[config.mk]
export PLATFORM = sky130hd
export DESIGN_NAME = id_ex_stage_flat
export DESIGN_NICKNAME = d
export VERILOG_FILES = /design/src/rtl/mips_pkg.sv /design/src/rtl/id_ex_stage_if.sv /design/src/rtl/forward_unit.sv /design/src/rtl/id_ex_stage.sv /design/src/flat_wrapper.sv
export SDC_FILE = /design/constraint.sdc
export NUM_CORES = 1
export LEC_CHECK = 0
export ABC_AREA = 1
export BUFFER_PORTS_ARGS = -buffer_cell sky130_fd_sc_hd__buf_4
export CAP_MARGIN = 20
export CORE_AREA = 3 3 137 139
export DETAILED_ROUTE_END_ITERATION = 12
export DIE_AREA = 0 0 140 142
export GPL_ROUTABILITY_DRIVEN = 1
export PLACE_DENSITY = 0.67
export REMOVE_ABC_BUFFERS = 1
export SYNTH_ARGS = -nofsm -noshare
export SYNTH_HDL_FRONTEND = slang
export SYNTH_SLANG_ARGS = --single-unit
[constraint.sdc]
create_clock -name clk -period 1.9 [get_ports clk]
set_input_delay 0.38 -clock clk [delete_from_list [all_inputs] [get_ports clk]]
set_output_delay 0.38 -clock clk [all_outputs]
set_load 0.01 [all_outputs]
[src/rtl/mips_pkg.sv]
// Shared definitions for the five-stage MIPS core: ALU control encodings,
// forward-select codes and the forwarding match rule.
package mips_pkg;

  localparam int DATA_W = 32;
  localparam int REG_W  = 5;

  typedef enum logic [3:0] {
    ALU_ADD  = 4'b0000,
    ALU_ADDU = 4'b0001,
    ALU_SUB  = 4'b0010,
    ALU_SUBU = 4'b0011,
    ALU_AND  = 4'b0100,
    ALU_OR   = 4'b0101,
    ALU_SLL  = 4'b0110,
    ALU_SRL  = 4'b0111,
    ALU_SLT  = 4'b1000,
    ALU_BEQ  = 4'b1001,
    ALU_BNE  = 4'b1010
  } alu_ctrl_e;

  typedef enum logic [1:0] {
    FWD_NONE  = 2'b00,
    FWD_EXMEM = 2'b01,
    FWD_MEMWB = 2'b10
  } fwd_sel_e;

  // A later stage supplies the operand only if it writes a real register ($0 is hardwired).
  function automatic logic reg_match(input logic we, input logic [4:0] wr, input logic [4:0] idx);
    return we && (wr != 5'd0) && (wr == idx);
  endfunction

endpackage

[src/rtl/id_ex_stage_if.sv]
// Bundle between decode / later pipeline stages and the ID/EX register.
// The slave modport is the stage itself; master is the surrounding pipeline.
interface id_ex_stage_if;
  import mips_pkg::*;

  logic        id_valid;
  logic [4:0]  id_rs;
  logic [4:0]  id_rt;
  logic [4:0]  id_rd;
  logic        id_uses_rs;
  logic        id_uses_rt;
  logic [31:0] id_RD1;
  logic [31:0] id_RD2;
  logic [31:0] id_SignImm;
  logic [4:0]  id_sa;
  logic [3:0]  id_aluCtrl;
  logic        id_ALUSrc;
  logic        id_RegDst;
  logic        id_RegWrite;
  logic        id_MemRead;
  logic        id_MemWrite;
  logic        id_MemtoReg;
  logic        flush;
  logic        exmem_RegWrite;
  logic [4:0]  exmem_WriteReg;
  logic [31:0] exmem_ALUResult;
  logic        memwb_RegWrite;
  logic [4:0]  memwb_WriteReg;
  logic [31:0] memwb_Result;

  logic        stall;
  logic [31:0] SrcA;
  logic [31:0] RD2;
  logic [31:0] SignImm;
  logic [4:0]  sa;
  logic [3:0]  aluCtrl;
  logic        ALUSrc;
  logic        ex_valid;
  logic [4:0]  WriteReg;
  logic [31:0] WriteData;
  logic        ex_RegWrite;
  logic        ex_MemRead;
  logic        ex_MemWrite;
  logic        ex_MemtoReg;
  fwd_sel_e    fwd_sel_a;
  fwd_sel_e    fwd_sel_b;

  modport slave (
    input  id_valid, id_rs, id_rt, id_rd, id_uses_rs, id_uses_rt, id_RD1, id_RD2,
           id_SignImm, id_sa, id_aluCtrl, id_ALUSrc, id_RegDst, id_RegWrite,
           id_MemRead, id_MemWrite, id_MemtoReg, flush,
           exmem_RegWrite, exmem_WriteReg, exmem_ALUResult,
           memwb_RegWrite, memwb_WriteReg, memwb_Result,
    output stall, SrcA, RD2, SignImm, sa, aluCtrl, ALUSrc, ex_valid, WriteReg,
           WriteData, ex_RegWrite, ex_MemRead, ex_MemWrite, ex_MemtoReg,
           fwd_sel_a, fwd_sel_b
  );

  modport master (
    output id_valid, id_rs, id_rt, id_rd, id_uses_rs, id_uses_rt, id_RD1, id_RD2,
           id_SignImm, id_sa, id_aluCtrl, id_ALUSrc, id_RegDst, id_RegWrite,
           id_MemRead, id_MemWrite, id_MemtoReg, flush,
           exmem_RegWrite, exmem_WriteReg, exmem_ALUResult,
           memwb_RegWrite, memwb_WriteReg, memwb_Result,
    input  stall, SrcA, RD2, SignImm, sa, aluCtrl, ALUSrc, ex_valid, WriteReg,
           WriteData, ex_RegWrite, ex_MemRead, ex_MemWrite, ex_MemtoReg,
           fwd_sel_a, fwd_sel_b
  );

endinterface

[src/rtl/forward_unit.sv]
// Per-operand bypass mux: EX/MEM beats MEM/WB, which beats the register file value.
module forward_unit
  import mips_pkg::*;
(
  input  logic [4:0]  idx,
  input  logic [31:0] rf_data,
  input  logic        exmem_we,
  input  logic [4:0]  exmem_wr,
  input  logic [31:0] exmem_data,
  input  logic        memwb_we,
  input  logic [4:0]  memwb_wr,
  input  logic [31:0] memwb_data,
  output fwd_sel_e    sel,
  output logic [31:0] data
);

  // Pick the youngest in-flight producer of this register.
  always_comb begin
    sel = FWD_NONE;
    if (reg_match(exmem_we, exmem_wr, idx)) begin
      sel = FWD_EXMEM;
    end else if (reg_match(memwb_we, memwb_wr, idx)) begin
      sel = FWD_MEMWB;
    end else begin
      sel = FWD_NONE;
    end
  end

  // Steer the data for the chosen source.
  always_comb begin
    data = rf_data;
    case (sel)
      FWD_EXMEM: data = exmem_data;
      FWD_MEMWB: data = memwb_data;
      FWD_NONE:  data = rf_data;
      default:   data = rf_data;
    endcase
  end

endmodule

[src/rtl/id_ex_stage.sv]
// ID/EX pipeline register with operand forwarding and load-use stall detection.
module id_ex_stage
  import mips_pkg::*;
(
  input logic          clk,
  input logic          rst,
  id_ex_stage_if.slave bus
);

  logic        valid_r;
  logic [4:0]  rs_r;
  logic [4:0]  rt_r;
  logic [4:0]  write_reg_r;
  logic [31:0] rd1_r;
  logic [31:0] rd2_r;
  logic [31:0] sign_imm_r;
  logic [4:0]  sa_r;
  logic [3:0]  alu_ctrl_r;
  logic        alu_src_r;
  logic        reg_write_r;
  logic        mem_read_r;
  logic        mem_write_r;
  logic        mem_to_reg_r;

  logic        rs_dep_s;
  logic        rt_dep_s;
  logic        load_use_s;
  logic [31:0] src_a_s;
  logic [31:0] src_b_s;

  // A load's destination is its rt; decode must wait if it reads that register now.
  assign rs_dep_s   = bus.id_uses_rs && (bus.id_rs == rt_r);
  assign rt_dep_s   = bus.id_uses_rt && (bus.id_rt == rt_r);
  assign load_use_s = valid_r && mem_read_r && (rt_r != 5'd0) && bus.id_valid
                      && (rs_dep_s || rt_dep_s);
  assign bus.stall  = load_use_s && !bus.flush;

  // Pipeline register: reset, flush and load-use all load a bubble.
  always_ff @(posedge clk) begin
    if (rst || bus.flush || load_use_s) begin
      valid_r      <= 1'b0;
      rs_r         <= 5'd0;
      rt_r         <= 5'd0;
      write_reg_r  <= 5'd0;
      rd1_r        <= 32'd0;
      rd2_r        <= 32'd0;
      sign_imm_r   <= 32'd0;
      sa_r         <= 5'd0;
      alu_ctrl_r   <= 4'b0000;
      alu_src_r    <= 1'b0;
      reg_write_r  <= 1'b0;
      mem_read_r   <= 1'b0;
      mem_write_r  <= 1'b0;
      mem_to_reg_r <= 1'b0;
    end else begin
      valid_r      <= bus.id_valid;
      rs_r         <= bus.id_rs;
      rt_r         <= bus.id_rt;
      write_reg_r  <= bus.id_RegDst ? bus.id_rd : bus.id_rt;
      rd1_r        <= bus.id_RD1;
      rd2_r        <= bus.id_RD2;
      sign_imm_r   <= bus.id_SignImm;
      sa_r         <= bus.id_sa;
      alu_ctrl_r   <= bus.id_aluCtrl;
      alu_src_r    <= bus.id_ALUSrc;
      reg_write_r  <= bus.id_RegWrite;
      mem_read_r   <= bus.id_MemRead;
      mem_write_r  <= bus.id_MemWrite;
      mem_to_reg_r <= bus.id_MemtoReg;
    end
  end

  forward_unit u_fwd_rs (
    .idx        (rs_r),
    .rf_data    (rd1_r),
    .exmem_we   (bus.exmem_RegWrite),
    .exmem_wr   (bus.exmem_WriteReg),
    .exmem_data (bus.exmem_ALUResult),
    .memwb_we   (bus.memwb_RegWrite),
    .memwb_wr   (bus.memwb_WriteReg),
    .memwb_data (bus.memwb_Result),
    .sel        (bus.fwd_sel_a),
    .data       (src_a_s)
  );

  forward_unit u_fwd_rt (
    .idx        (rt_r),
    .rf_data    (rd2_r),
    .exmem_we   (bus.exmem_RegWrite),
    .exmem_wr   (bus.exmem_WriteReg),
    .exmem_data (bus.exmem_ALUResult),
    .memwb_we   (bus.memwb_RegWrite),
    .memwb_wr   (bus.memwb_WriteReg),
    .memwb_data (bus.memwb_Result),
    .sel        (bus.fwd_sel_b),
    .data       (src_b_s)
  );

  assign bus.SrcA        = src_a_s;
  assign bus.RD2         = src_b_s;
  assign bus.WriteData   = src_b_s;
  assign bus.SignImm     = sign_imm_r;
  assign bus.sa          = sa_r;
  assign bus.aluCtrl     = alu_ctrl_r;
  assign bus.ALUSrc      = alu_src_r;
  assign bus.ex_valid    = valid_r;
  assign bus.WriteReg    = write_reg_r;
  assign bus.ex_RegWrite = reg_write_r;
  assign bus.ex_MemRead  = mem_read_r;
  assign bus.ex_MemWrite = mem_write_r;
  assign bus.ex_MemtoReg = mem_to_reg_r;

endmodule
[src/flat_wrapper.sv]
// flat-port wrapper written by rule: the top's interface ports become plain ports
module id_ex_stage_flat import mips_pkg::*;
  (clk, rst, bus_id_valid, bus_id_rs, bus_id_rt, bus_id_rd, bus_id_uses_rs, bus_id_uses_rt, bus_id_RD1, bus_id_RD2, bus_id_SignImm, bus_id_sa, bus_id_aluCtrl, bus_id_ALUSrc, bus_id_RegDst, bus_id_RegWrite, bus_id_MemRead, bus_id_MemWrite, bus_id_MemtoReg, bus_flush, bus_exmem_RegWrite, bus_exmem_WriteReg, bus_exmem_ALUResult, bus_memwb_RegWrite, bus_memwb_WriteReg, bus_memwb_Result, bus_stall, bus_SrcA, bus_RD2, bus_SignImm, bus_sa, bus_aluCtrl, bus_ALUSrc, bus_ex_valid, bus_WriteReg, bus_WriteData, bus_ex_RegWrite, bus_ex_MemRead, bus_ex_MemWrite, bus_ex_MemtoReg, bus_fwd_sel_a, bus_fwd_sel_b);
  id_ex_stage_if bus_i ();
  input logic clk;
  input logic rst;
  input wire logic [$bits(bus_i.id_valid)-1:0] bus_id_valid;
  input wire logic [$bits(bus_i.id_rs)-1:0] bus_id_rs;
  input wire logic [$bits(bus_i.id_rt)-1:0] bus_id_rt;
  input wire logic [$bits(bus_i.id_rd)-1:0] bus_id_rd;
  input wire logic [$bits(bus_i.id_uses_rs)-1:0] bus_id_uses_rs;
  input wire logic [$bits(bus_i.id_uses_rt)-1:0] bus_id_uses_rt;
  input wire logic [$bits(bus_i.id_RD1)-1:0] bus_id_RD1;
  input wire logic [$bits(bus_i.id_RD2)-1:0] bus_id_RD2;
  input wire logic [$bits(bus_i.id_SignImm)-1:0] bus_id_SignImm;
  input wire logic [$bits(bus_i.id_sa)-1:0] bus_id_sa;
  input wire logic [$bits(bus_i.id_aluCtrl)-1:0] bus_id_aluCtrl;
  input wire logic [$bits(bus_i.id_ALUSrc)-1:0] bus_id_ALUSrc;
  input wire logic [$bits(bus_i.id_RegDst)-1:0] bus_id_RegDst;
  input wire logic [$bits(bus_i.id_RegWrite)-1:0] bus_id_RegWrite;
  input wire logic [$bits(bus_i.id_MemRead)-1:0] bus_id_MemRead;
  input wire logic [$bits(bus_i.id_MemWrite)-1:0] bus_id_MemWrite;
  input wire logic [$bits(bus_i.id_MemtoReg)-1:0] bus_id_MemtoReg;
  input wire logic [$bits(bus_i.flush)-1:0] bus_flush;
  input wire logic [$bits(bus_i.exmem_RegWrite)-1:0] bus_exmem_RegWrite;
  input wire logic [$bits(bus_i.exmem_WriteReg)-1:0] bus_exmem_WriteReg;
  input wire logic [$bits(bus_i.exmem_ALUResult)-1:0] bus_exmem_ALUResult;
  input wire logic [$bits(bus_i.memwb_RegWrite)-1:0] bus_memwb_RegWrite;
  input wire logic [$bits(bus_i.memwb_WriteReg)-1:0] bus_memwb_WriteReg;
  input wire logic [$bits(bus_i.memwb_Result)-1:0] bus_memwb_Result;
  output wire logic [$bits(bus_i.stall)-1:0] bus_stall;
  output wire logic [$bits(bus_i.SrcA)-1:0] bus_SrcA;
  output wire logic [$bits(bus_i.RD2)-1:0] bus_RD2;
  output wire logic [$bits(bus_i.SignImm)-1:0] bus_SignImm;
  output wire logic [$bits(bus_i.sa)-1:0] bus_sa;
  output wire logic [$bits(bus_i.aluCtrl)-1:0] bus_aluCtrl;
  output wire logic [$bits(bus_i.ALUSrc)-1:0] bus_ALUSrc;
  output wire logic [$bits(bus_i.ex_valid)-1:0] bus_ex_valid;
  output wire logic [$bits(bus_i.WriteReg)-1:0] bus_WriteReg;
  output wire logic [$bits(bus_i.WriteData)-1:0] bus_WriteData;
  output wire logic [$bits(bus_i.ex_RegWrite)-1:0] bus_ex_RegWrite;
  output wire logic [$bits(bus_i.ex_MemRead)-1:0] bus_ex_MemRead;
  output wire logic [$bits(bus_i.ex_MemWrite)-1:0] bus_ex_MemWrite;
  output wire logic [$bits(bus_i.ex_MemtoReg)-1:0] bus_ex_MemtoReg;
  output wire logic [$bits(bus_i.fwd_sel_a)-1:0] bus_fwd_sel_a;
  output wire logic [$bits(bus_i.fwd_sel_b)-1:0] bus_fwd_sel_b;
  assign bus_i.id_valid = bus_id_valid;
  assign bus_i.id_rs = bus_id_rs;
  assign bus_i.id_rt = bus_id_rt;
  assign bus_i.id_rd = bus_id_rd;
  assign bus_i.id_uses_rs = bus_id_uses_rs;
  assign bus_i.id_uses_rt = bus_id_uses_rt;
  assign bus_i.id_RD1 = bus_id_RD1;
  assign bus_i.id_RD2 = bus_id_RD2;
  assign bus_i.id_SignImm = bus_id_SignImm;
  assign bus_i.id_sa = bus_id_sa;
  assign bus_i.id_aluCtrl = bus_id_aluCtrl;
  assign bus_i.id_ALUSrc = bus_id_ALUSrc;
  assign bus_i.id_RegDst = bus_id_RegDst;
  assign bus_i.id_RegWrite = bus_id_RegWrite;
  assign bus_i.id_MemRead = bus_id_MemRead;
  assign bus_i.id_MemWrite = bus_id_MemWrite;
  assign bus_i.id_MemtoReg = bus_id_MemtoReg;
  assign bus_i.flush = bus_flush;
  assign bus_i.exmem_RegWrite = bus_exmem_RegWrite;
  assign bus_i.exmem_WriteReg = bus_exmem_WriteReg;
  assign bus_i.exmem_ALUResult = bus_exmem_ALUResult;
  assign bus_i.memwb_RegWrite = bus_memwb_RegWrite;
  assign bus_i.memwb_WriteReg = bus_memwb_WriteReg;
  assign bus_i.memwb_Result = bus_memwb_Result;
  assign bus_stall = bus_i.stall;
  assign bus_SrcA = bus_i.SrcA;
  assign bus_RD2 = bus_i.RD2;
  assign bus_SignImm = bus_i.SignImm;
  assign bus_sa = bus_i.sa;
  assign bus_aluCtrl = bus_i.aluCtrl;
  assign bus_ALUSrc = bus_i.ALUSrc;
  assign bus_ex_valid = bus_i.ex_valid;
  assign bus_WriteReg = bus_i.WriteReg;
  assign bus_WriteData = bus_i.WriteData;
  assign bus_ex_RegWrite = bus_i.ex_RegWrite;
  assign bus_ex_MemRead = bus_i.ex_MemRead;
  assign bus_ex_MemWrite = bus_i.ex_MemWrite;
  assign bus_ex_MemtoReg = bus_i.ex_MemtoReg;
  assign bus_fwd_sel_a = bus_i.fwd_sel_a;
  assign bus_fwd_sel_b = bus_i.fwd_sel_b;
  id_ex_stage u_core (.clk(clk), .rst(rst), .bus(bus_i));
endmodule
## Yosys cells after proc, flatten, opt, wreduce, memory -nomap -nowiden

Cells that the tools add are included.

| storage, ports and cells | value |
|---|---|
| bits in latches | 0 |
| memories kept | 0 |
| flip-flop bits (word level) | 126 |
| memory bits (read-only) | 0 |
| RAM bits | 0 |
| output and inout bits | 153 |

| cells by class | value |
|---|---|
| bitwise operators | 0 |
| shift operators | 0 |
| reductions and logical operators | 20 |
| $mul | 0 |
| mux-type cells | 7 |
| divide/modulo/power cells | 0 |
| $add $sub $neg | 0 |
| equality and inequality tests | 10 |
| $lt $le $gt $ge | 0 |

Operator list:

| kind | count |
|---|---|
| case mux 32 bit (2 select lines) | 2 |
| equality test 5 bit | 6 |
| nonzero test 5 bit | 3 |
| logical AND 1 bit | 13 |
| 2-to-1 mux 2 bit | 4 |
| 2-to-1 mux 5 bit | 1 |
| equality test 2 x 1 -> 1 bit, second input constant | 2 |
| equality test 2 bit, second input constant | 2 |
| logical OR 1 bit | 3 |
| zero test 1 bit | 1 |

## Longest topological paths before layout

Gate-level depths: netlist of the first run.

| depth | value |
|---|---|
| depth after elaboration | 7 |
| depth in mapped cells | 11 |

## Modules after synthesis

Synthesis of the first run repeated with hierarchy kept, for this count alone.

| unflattened totals | value |
|---|---|
| cell total of the unflattened synthesis | 911 |
| area, all modules | 6183.4 um2 |

By module, submodules not included:

| module | instances | area each (um2) | cells each | sequential area each (um2) |
|---|---|---|---|---|
| id_ex_stage | 1 | 4038.9 | 481 | 2522.4 |
| forward_unit | 2 | 1072.3 | 215 | 0.0 |

## Worst setup path before layout of the first run

Ideal clock, no wire load.

| timing | value |
|---|---|
| kind | flip-flop to output port |
| start | reg u_core.rt_r[0] |
| end | out bus_WriteData[3] |
| data arrival time | 1.513 ns |
| data required time | 1.520 ns |
| slack | 0.007 ns |
| cell stages (with the launch flop) | 11 |
| cell sequence | dfxtp_1 buf_2 xnor2_1 nand2_1 nor2_1 nand3_1 clkinv_1 clkbuf_1 nand2_1 nand3_1 buf_4 |

| between the ends | value |
|---|---|
| longest elaborated chain between the ends | 6 |

RTL lines:

| what | line | RTL |
|---|---|---|
| start: declaration | id_ex_stage.sv:12 | `logic [4:0] rt_r;` |
| start signal: assignment | id_ex_stage.sv:58 | `rt_r <= bus.id_rt;` |
| equality test 5 bit | mips_pkg.sv:30 | `return we && (wr != 5'd0) && (wr == idx);` |
| logical AND 1 bit | mips_pkg.sv:30 |  |
| 2-to-1 mux 2 bit | forward_unit.sv:22 | `end else if (reg_match(memwb_we, memwb_wr, idx)) begin` |
| 2-to-1 mux 2 bit * | forward_unit.sv:20 | `if (reg_match(exmem_we, exmem_wr, idx)) begin` |
| equality test 2 bit or equality test 2 x 1 -> 1 bit (tied branches) | forward_unit.sv:32 | `case (sel)` |
| case mux 32 bit (2 select lines) * | forward_unit.sv:32 |  |
| end: declaration | flat_wrapper.sv:40 | `output wire logic [$bits(bus_i.WriteData)-1:0] bus_WriteData;` |

Mark *: on every way between the ends. The rest lies on a longest branch, timed or not.

## Final worst setup path of the first run

| timing | value |
|---|---|
| start | reg u_core.rt_r[0] |
| end | out bus_WriteData[1] |

Same word-level chain as after synthesis.

==> flow_metrics.env, run 1 <==
export IMPL_drive_gt1_share_pct=57.68
export IMPL_p_leak_nw=6.087
export IMPL_finalCritPeriodShare_pct=127.0
export IMPL_clk_path_buf_depth=2
export IMPL_wire_per_inst_um=18.52
export IMPL_yosys_top_cells_area="dfxtp_1 43%, nand3_1 17%, inv_1 8.5%"
export IMPL_start_util_pct=33.24
export IMPL_r2r_slack_ns=0.07
export IMPL_crit_chain="buf_6 -> o21ai_2 -> nor2_2 -> nand3_4 -> nor2_4 -> buf_12 -> buf_12 -> buf_6 -> nand3_4 -> nand3_4 -> buf_6"
export IMPL_critPathArrivalTime_ns=2.03
export IMPL_die_h_um=142
export IMPL_gp_congestion=0.8877
export IMPL_clkTransAtPathRegs_ns=0.07
export IMPL_syn_area_per_cell_um2=6.937
export IMPL_grt_setup_unrepaired="true"
export IMPL_ff2ff_path_depth=11
export IMPL_hold_viol=0
export IMPL_cpMaxStageDelayCell="dfxtp_4"
export IMPL_synth_cell_types=22
export IMPL_grt_pass1_wl_mm=36.10
export IMPL_max_cap_violations=0
export IMPL_worstPathRequired_ns=1.52
export IMPL_endpoint_kind="output pin"
export IMPL_outcome="finished with violations"
export IMPL_worstPathMaxFanout=8
export IMPL_clock_skew_ns=0.01209
export IMPL_via_count=6982
export IMPL_setup_tns_ns=-45.06
export IMPL_dpl_worst_slack_ns=-0.2740
export IMPL_ys_warnings_count=0
export IMPL_start_kind="flip-flop"
export IMPL_drt_iter0_drc=472
export IMPL_hold_class="in -> reg"
export IMPL_startpoint="u_core.rt_r[0]"
export IMPL_grt_max_degree=49
export IMPL_setup_viol=101
export IMPL_fin_nets=1426
export IMPL_cts_buffers=17
export IMPL_max_freq_ghz=0.4145
export IMPL_ir_drop_mv=0.5616
export IMPL_drc=0
export IMPL_synth_area_um2=5911
export IMPL_r2r_end="u_core.rd1_r[13]"
export IMPL_die_area_um2=19880
export IMPL_fin_cells=1460
export IMPL_antenna_found_initial=0
export IMPL_max_slew_margin_pct=75.97
export IMPL_worstReg2RegStart="u_core.rt_r[0]"
export IMPL_drtAntennaViolNets=0
export IMPL_core_area_um2=17780
export IMPL_rows=49
export IMPL_wl_mm=27.04
export IMPL_dp_cells=1395
export IMPL_path_buf_inv=5
export IMPL_slowest_delay_ns=0.38
export IMPL_portBuffers=360
export IMPL_cts_root_buf="clkbuf_16"
export IMPL_dp_hpwl_mm=16.41
export IMPL_dr_pass1_iters=5
export IMPL_cts_hold_buf=0
export IMPL_synth_top_area_cell="dfxtp_1"
export IMPL_cp_num_cells=11
export IMPL_yosysSeqAreaShare_pct=42.68
export IMPL_fin_crit_ns=2.413
export IMPL_insertedDiodeCount=0
export IMPL_crit_end="bus_WriteData[1]"
export IMPL_post_route_util_pct=65.82
export IMPL_htree_levels=4
export IMPL_violations="negative setup slack"
export IMPL_die_w_um=140
export IMPL_drv_slew=0
export IMPL_syn_inst=852
export IMPL_cts_sink_count=126
export IMPL_synth_ff_latch_count=126
export IMPL_cts_tree="yes"
export IMPL_vias_per_cell=4.782
export IMPL_critPathKind="reg -> out"
export IMPL_area_delta_synth_final_pct=97.99
export IMPL_crit_family="buffers and inverters"
export IMPL_fin_ws_ns=-0.5126
export IMPL_tightest_slew_ns=0.3592
export IMPL_grt_pass1_vias=6889
export IMPL_synth_top_area_share_pct=42.68
export IMPL_grt_usage_pct=23.08
export IMPL_clock_latency_ns=0.41
export IMPL_grt_overflow_total=0
export IMPL_power_density_nw_per_um2=651.8
export IMPL_pin_count=361
-- worst reg2reg max path, stage by stage (launching register included) --
cell     delay (ns)
dfxtp_4        0.37
buf_6          0.13
buf_4          0.13
xor2_1         0.13
nor2_1         0.12
nand3_1        0.09
nand2_1        0.09
nand2_2        0.06
buf_4          0.15
nand2_8        0.11
buf_16         0.21
nor2_1         0.13
-- worst min path at each step --
stage,cells past startpoint,start,slack [ns],endpoint
after CTS,3,bus_id_SignImm[30],0.16,u_core.bus.SignImm[30]
after detailed placement,3,bus_id_RD1[31],0.60,u_core.rd1_r[31]
after floorplan,2,bus_id_ALUSrc,0.49,u_core.bus.ALUSrc
final,3,bus_id_sa[3],0.18,u_core.bus.sa[3]
after global placement,3,bus_id_SignImm[27],0.59,u_core.bus.SignImm[27]
after global routing,3,bus_id_sa[3],0.16,u_core.bus.sa[3]
-- cell usage after synthesis --
master,count
clkbuf_1,5
nor2b_1,1
dfxtp_1,126
o31ai_1,1
a21oi_1,6
nand2_1,114
xnor2_1,5
nor2_1,118
buf_6,5
buf_1,1
o21ai_1,4
nand3b_1,1
nor2_2,42
clkinv_1,2
nand2_2,1
buf_2,36
inv_2,4
nand3_1,202
o21ai_0,2
buf_4,32
inv_1,134
xor2_1,10
-- metrics by stage --
stage | hold WS, ns | cell area (um2) | power, mW
2_1_floorplan | 0.4922 | 5411 | 3.258
3_3_place_gp | 0.5908 | 8846 | 3.997
3_5_place_dp | 0.5981 | 8846 | 4.005
4_1_cts | 0.1609 | 10550 | 7.510
5_1_grt | 0.1594 | 11700 | 7.932
6_report | 0.1755 | 11700 | 7.627
-- routing by layer --
| layer | GRT usage, % | wire length (um) |
|---|---|---|
| met5 | 0 | 0 |
| met2 | 39.43 | 13730 |
| met4 | 10.10 | 743 |
| met3 | 6.519 | 2399 |
| met1 | 27.20 | 10170 |
-- layout make-up --
class                           instances  area (um2)
Fill cell                            1415        6077
Clock buffer                           18       439.2
Clock inverter                         14       170.2
Timing Repair Buffer                  426        4081
Multi-Input combinational cell        507        3591
Sequential cell                       126        2551
Inverter                              140       583.1
Tap cell                              229       286.5
-- layout by cell type (no fill, tap or decap), drive strengths merged --
master,instances
buf,414
bufinv,2
inv,146
nor2,160
dfxtp,126
o21ai,6
a21oi,6
nand3,202
nand2,115
xnor2,5
clkinvlp,2
xor2,10
clkbuf,30
clkinv,4
nand3b,1
nor2b,1
o31ai,1
-- cell families after synthesis --
kind of cell              Yosys count  share of synthesized area [%]
and+or+nand+nor                   479                          36.62
xor gates and xnor gates           15                          2.223
DFF                               126                          42.68
AOI/OAI and AO/OA                  13                          1.143
buffers and inverters             219                          17.34
-- state kept, by name (all words and copies together), names as in the netlist --
name and flops:
u_core.bus.ex_MemRead 1, u_core.rd1_r 32, u_core.bus.aluCtrl 4, u_core.bus.ex_MemWrite 1, u_core.bus.sa 5, u_core.bus.ex_RegWrite 1
u_core.bus.SignImm 32, u_core.rt_r 5, u_core.rd2_r 32, u_core.bus.ex_valid 1, u_core.bus.WriteReg 5, u_core.rs_r 5
u_core.bus.ALUSrc 1, u_core.bus.ex_MemtoReg 1
-- timing repair --
item / in CTS / in global routing
resized for setup: 178 / 184
setup buffers: 10 / 3
pin swaps: 22 / 47
gates cloned: 8 / 15
endpoints found under the setup margin: 101 / 101
-- report_power, final --
part           switching (mW)  total [mW]  internal [mW]
combinational           0.670        1.45          0.781
clock                    1.36        3.38           2.02
sequential             0.0550        2.80           2.74
No activity file was read; power rests on OpenSTA's default activity.
==> run 2, diff against run 1 <==
Settings changed: CORE_AREA 3 3 137 139 to 3 3 139 141, DIE_AREA 0 0 140 142 to 0 0 142 144, PLACE_DENSITY 0.67 to 0.66.
==> run 2 against run 1 <==
  * The flow still finishes with violations (negative setup slack)
  * Non-clock buffer count down 7
  * Power down 3.9%
  * Sequential share of layout area up 0.82 points
  * Highest routed layer unchanged
==> flow_metrics.env, run 2 (synthesis results as in run 1) <==
export IMPL_max_cap_violations=0
export IMPL_drc=0
export IMPL_max_freq_ghz=0.4206
export IMPL_grt_overflow_total=0
export IMPL_final_cell_mix="320 x buf_4, 131 x inv_1, 117 x dfxtp_1"
export IMPL_fin_crit_ns=2.377
export IMPL_wl_mm=26.69
export IMPL_pin_count=361
export IMPL_rows=49
export IMPL_clock_latency_ns=0.42
export IMPL_fin_ws_ns=-0.4773
export IMPL_drv_slew=0
export IMPL_fin_nets=1419
export IMPL_critPathArrivalTime_ns=2.00
export IMPL_cts_sink_count=126
export IMPL_final_common_cell="buf_4"
export IMPL_ir_drop_mv=0.6598
export IMPL_outcome="finished with violations"
export IMPL_clkTransAtPathRegs_ns=0.06
export IMPL_worst_hold_slack_ns=0.1710
export IMPL_drt_iter0_drc=364
export IMPL_die_w_um=142
export IMPL_grt_max_degree=50
export IMPL_drtAntennaViolNets=0
export IMPL_hold_viol=0
export IMPL_dp_hpwl_mm=16.87
export IMPL_setup_viol=101
export IMPL_violations="negative setup slack"
export IMPL_grt_usage_pct=21.82
export IMPL_antenna_found_initial=0
export IMPL_die_h_um=144
export IMPL_area_delta_synth_final_pct=90.64
export IMPL_p_leak_nw=5.895
export IMPL_start_kind="flip-flop"
export IMPL_finalCritPeriodShare_pct=125.1
export IMPL_power_density_nw_per_um2=650.4
export IMPL_cts_root_buf="clkbuf_16"
export IMPL_fin_area_um2=11270
export IMPL_nFillCells=1535
export IMPL_tightest_slew_ns=0.2873
export IMPL_p_total_mw=7.329
export IMPL_hold_class="in -> reg"
export IMPL_clock_skew_ns=0.01025
export IMPL_dr_pass1_iters=5
export IMPL_clk_path_buf_depth=2
export IMPL_start_util_pct=32.68
export IMPL_portBuffers=360
export IMPL_gp_congestion=0.8862
export IMPL_cts_tree="yes"
export IMPL_vias_per_cell=4.751
export IMPL_via_count=6903
export IMPL_dpl_cell_area_um2=8796
export IMPL_wire_per_inst_um=18.37
export IMPL_die_area_um2=20450
export IMPL_worstPathRequired_ns=1.52
export IMPL_insertedDiodeCount=0
export IMPL_cts_buffers=17
export IMPL_grt_pass1_vias=6534
export IMPL_drive_gt1_share_pct=54.90
export IMPL_htree_levels=4
export IMPL_setup_tns_ns=-40.45
export IMPL_core_area_um2=18090
export IMPL_max_slew_margin_pct=80.85
export IMPL_critPathKind="reg -> out"
export IMPL_endpoint_kind="output pin"
export IMPL_worstPathMaxFanout=6
export IMPL_grt_pass1_wl_mm=34.60
export IMPL_grt_setup_unrepaired="true"
==> run 2: worst paths after layout <==
path | start | endpoint | slack, ns | depth (start not counted)
setup / recovery | u_core.rt_r[0] | bus_RD2[4] | -0.48 | 11
hold / removal | bus_id_RD1[13] | u_core.rd1_r[13] | 0.17 | 3
setup reg to reg | u_core.rt_r[0] | u_core.rd1_r[1] | 0.07 | 11
hold reg to reg | u_core.bus.ex_MemRead | u_core.bus.ex_MemRead | 1.06 | 9
==> run 2: final cells by class <==
type                    count  area (um2)  share of cell area [%]
repair buffers            419        3902                   34.63
multi-input cells         507        3416                   30.31
flip-flops and latches    126        2549                   22.62
inverters                 140       543.0                   4.819
clock buffers              19       442.9                   3.931
well taps                 229       286.5                   2.543
clock inverters            13       128.9                   1.144
==> run 2: per-layer routing <==
layer  wire length [um]  global-route usage [%]  vias up
met5                  0                       0        -
met4                792                   8.283        0
met3               2104                   6.316       64
met2              13650                   38.48      350
met1              10150                   25.03     3180
li1                   -                       -     3309
==> run 2: per-stage QoR <==
stage	util [%]	cells	setup WS (ns)
5_1_grt	62.30	1453	-0.5563
3_5_place_dp	48.63	1390	-0.2106
4_1_cts	54.99	1431	-0.4618
3_3_place_gp	48.63	1390	-0.2098
2_1_floorplan	-	773	-1.795
6_report	62.30	1453	-0.4773
==> run 2: report_power, final <==
group	total [mW]	internal, mW	switching (mW)
Clock	3.15	1.86	1.29
Sequential	2.80	2.75	0.0507
Combinational	1.38	0.750	0.631
Total	7.33	5.35	1.97
==> run 2: repair_timing <==
item / in CTS / in global routing
cloned: 5 / 17
setup buffers: 4 / 8
pin swaps: 23 / 49
hold buffers: 0 / 0
setup endpoints to repair: 101 / 101
resized for setup: 102 / 199
==> run 2: critical path, cell delays in order (launching register included) <==
cell and delay, ns:
dfxtp_4 0.36, buf_6 0.13, nand2_2 0.05, nand2_2 0.05, nor2_2 0.09, nand3_2 0.10, nor2_4 0.14, buf_12 0.15
clkbuf_16 0.16, nand3_1 0.09, nand3_2 0.11, buf_4 0.13
==> run 3, diff against run 2 <==
Settings changed: MAX_ROUTING_LAYER set to met4.
==> run 3 against run 2 <==
  * The flow still finishes with violations (negative setup slack)
  * Highest routed layer unchanged
  * Sequential power about the same
  * Sequential share of layout area decreased by 0.35 points
  * Critical path type unchanged
  * Clock power about the same
  * Register-to-register slack got worse by 0.03 ns
==> flow_metrics.env, run 3 (synthesis results as in run 1) <==
export IMPL_outcome="finished with violations"
export IMPL_violations="negative setup slack"
export IMPL_ff2ff_path_depth=11
export IMPL_cpMaxStageDelayCell="dfxtp_4"
export IMPL_clkTransAtPathRegs_ns=0.07
export IMPL_area_delta_synth_final_pct=93.63
export IMPL_ir_drop_mv=0.5739
export IMPL_final_common_cell="buf_4"
export IMPL_grt_pass1_vias=6573
export IMPL_dp_hpwl_mm=16.87
export IMPL_final_cell_mix="311 x buf_4, 131 x inv_1, 117 x dfxtp_1"
export IMPL_p_leak_nw=6.074
export IMPL_crit_chain="buf_6 -> xnor2_1 -> nand2_1 -> nor2_2 -> nand3_2 -> buf_12 -> nand3_1 -> nand3_2 -> buf_4"
export IMPL_cts_buffers=17
export IMPL_nFillCells=1496
export IMPL_crit_end="bus_RD2[26]"
export IMPL_cts_sink_count=126
export IMPL_finalCritPeriodShare_pct=125.3
export IMPL_die_w_um=142
export IMPL_grt_pass1_wl_mm=34.49
export IMPL_grt_overflow_total=0
export IMPL_worst_hold_slack_ns=0.1641
export IMPL_vias_per_cell=4.772
export IMPL_cts_tree="yes"
export IMPL_drive_gt1_share_pct=56.60
export IMPL_critPathKind="reg -> out"
export IMPL_core_area_um2=18090
export IMPL_pin_count=361
export IMPL_fin_crit_ns=2.381
export IMPL_endpoint_kind="output pin"
export IMPL_gp_congestion=0.9010
export IMPL_grt_setup_unrepaired="true"
export IMPL_hold_class="in -> reg"
export IMPL_grt_max_degree=50
export IMPL_tightest_slew_ns=0.2707
export IMPL_rows=49
export IMPL_clockPowerShare_pct=43.0
export IMPL_worstPathMaxFanout=23
export IMPL_max_cap_violations=0
export IMPL_drtAntennaViolNets=0
export IMPL_fin_nets=1423
export IMPL_switching_share_pct=27.22
export IMPL_r2r_end="u_core.rd1_r[1]"
export IMPL_regArea_um2=2549
export IMPL_p_int_mw=5.360
export IMPL_cts_hold_buf=0
export IMPL_post_route_util_pct=63.28
export IMPL_clock_latency_ns=0.43
export IMPL_slowest_delay_ns=0.36
export IMPL_whs_path_depth=3
export IMPL_max_slew_margin_pct=81.96
export IMPL_die_area_um2=20450
export IMPL_max_freq_ghz=0.4200
export IMPL_dr_pass1_iters=5
export IMPL_multiInputGateArea_um2=3451
export IMPL_via_count=6953
export IMPL_setup_viol=101
export IMPL_wire_per_inst_um=18.98
export IMPL_power_density_nw_per_um2=643.5
export IMPL_drc=0
export IMPL_p_comb_share_pct=19.1
export IMPL_antenna_found_initial=0
export IMPL_start_util_pct=32.68
export IMPL_cts_root_buf="clkbuf_16"
export IMPL_p_seq_share_pct=37.9
export IMPL_timing_critical_path_mode_cell="nand3_2"
export IMPL_clock_skew_ns=0.01335
export IMPL_die_h_um=144
export IMPL_startpoint="u_core.rt_r[0]"
export IMPL_clk_path_buf_depth=2
export IMPL_fin_ws_ns=-0.4808
export IMPL_wl_mm=27.65
export IMPL_worstPathRequired_ns=1.52
export IMPL_insertedDiodeCount=0
export IMPL_drt_iter0_drc=365
export IMPL_start_kind="flip-flop"
export IMPL_drv_slew=0
export IMPL_hold_viol=0
export IMPL_portBuffers=360
export IMPL_critPathArrivalTime_ns=2.00
export IMPL_grt_usage_pct=22.47
export IMPL_worstReg2RegStart="u_core.rt_r[0]"
export IMPL_htree_levels=4
export IMPL_p_sw_mw=2.004
export IMPL_r2r_slack_ns=0.04
==> run 3: final cells by class <==
cell class | instances | share of cell area (%)
Clock buffer | 19 | 3.870
Clock inverter | 13 | 1.126
Inverter | 140 | 4.909
Multi-Input combinational cell | 507 | 30.15
Sequential cell | 126 | 22.27
Tap cell | 229 | 2.504
Timing Repair Buffer | 423 | 35.17
==> run 3: timing repair <==
action                                  in CTS  in global routing
pin swaps                                   23                 53
setup buffers                                4                 10
gates cloned                                 5                 19
gates resized for setup                    102                239
endpoints found under the setup margin     101                101
==> run 3: routing by layer <==
metal / track usage [%] / share of wire, % / wire (um)
met1: 25.62 / 37 / 10320
met3: 5.291 / 8.0 / 2219
met4: 8.283 / 3.7 / 1028
met2: 38.51 / 51 / 14080
met5: - / 0 / 0
==> run 3: worst min path at each step <==
stage | start | to | slack, ns
final | bus_id_RD1[11] | u_core.rd1_r[11] | 0.16
after global placement | bus_id_sa[4] | u_core.bus.sa[4] | 0.59
after CTS | bus_id_SignImm[23] | u_core.bus.SignImm[23] | 0.15
after global routing | bus_id_aluCtrl[3] | u_core.bus.aluCtrl[3] | 0.16
after floorplan | bus_id_ALUSrc | u_core.bus.ALUSrc | 0.49
after detailed placement | bus_id_SignImm[14] | u_core.bus.SignImm[14] | 0.60
==> run 3: worst max-delay path: cells and delay by family, from the launching register on <==
family                 cells  cell delay [ns]
AND/OR/NAND/NOR            5             0.57
buffers and inverters      3             0.51
XOR/XNOR                   1             0.12
flip-flops                 1             0.36
==> run 3: power groups by stage <==
stage               Clock (mW)  Sequential [mW]  Combinational, mW
finish                    3.16             2.79               1.41
global placement             0             2.84               1.15
detailed placement           0             2.84               1.16
global route              3.35             2.80               1.51
floorplan                    0             2.86              0.395
CTS                       3.22             2.79               1.23
==> run 3: through the flow <==
stage	setup TNS, ns	cells	area [um2]	setup WS (ns)	power [mW]
final	-41.79	1457	11440	-0.4808	7.365
after global routing	-50.19	1457	11440	-0.5634	7.658
after CTS	-42.32	1431	9946	-0.4618	7.236
after detailed placement	-13.53	1390	8796	-0.2106	4.001
after global placement	-12.39	1390	8796	-0.2098	3.989
after floorplan	-245.73	773	5411	-1.795	3.258
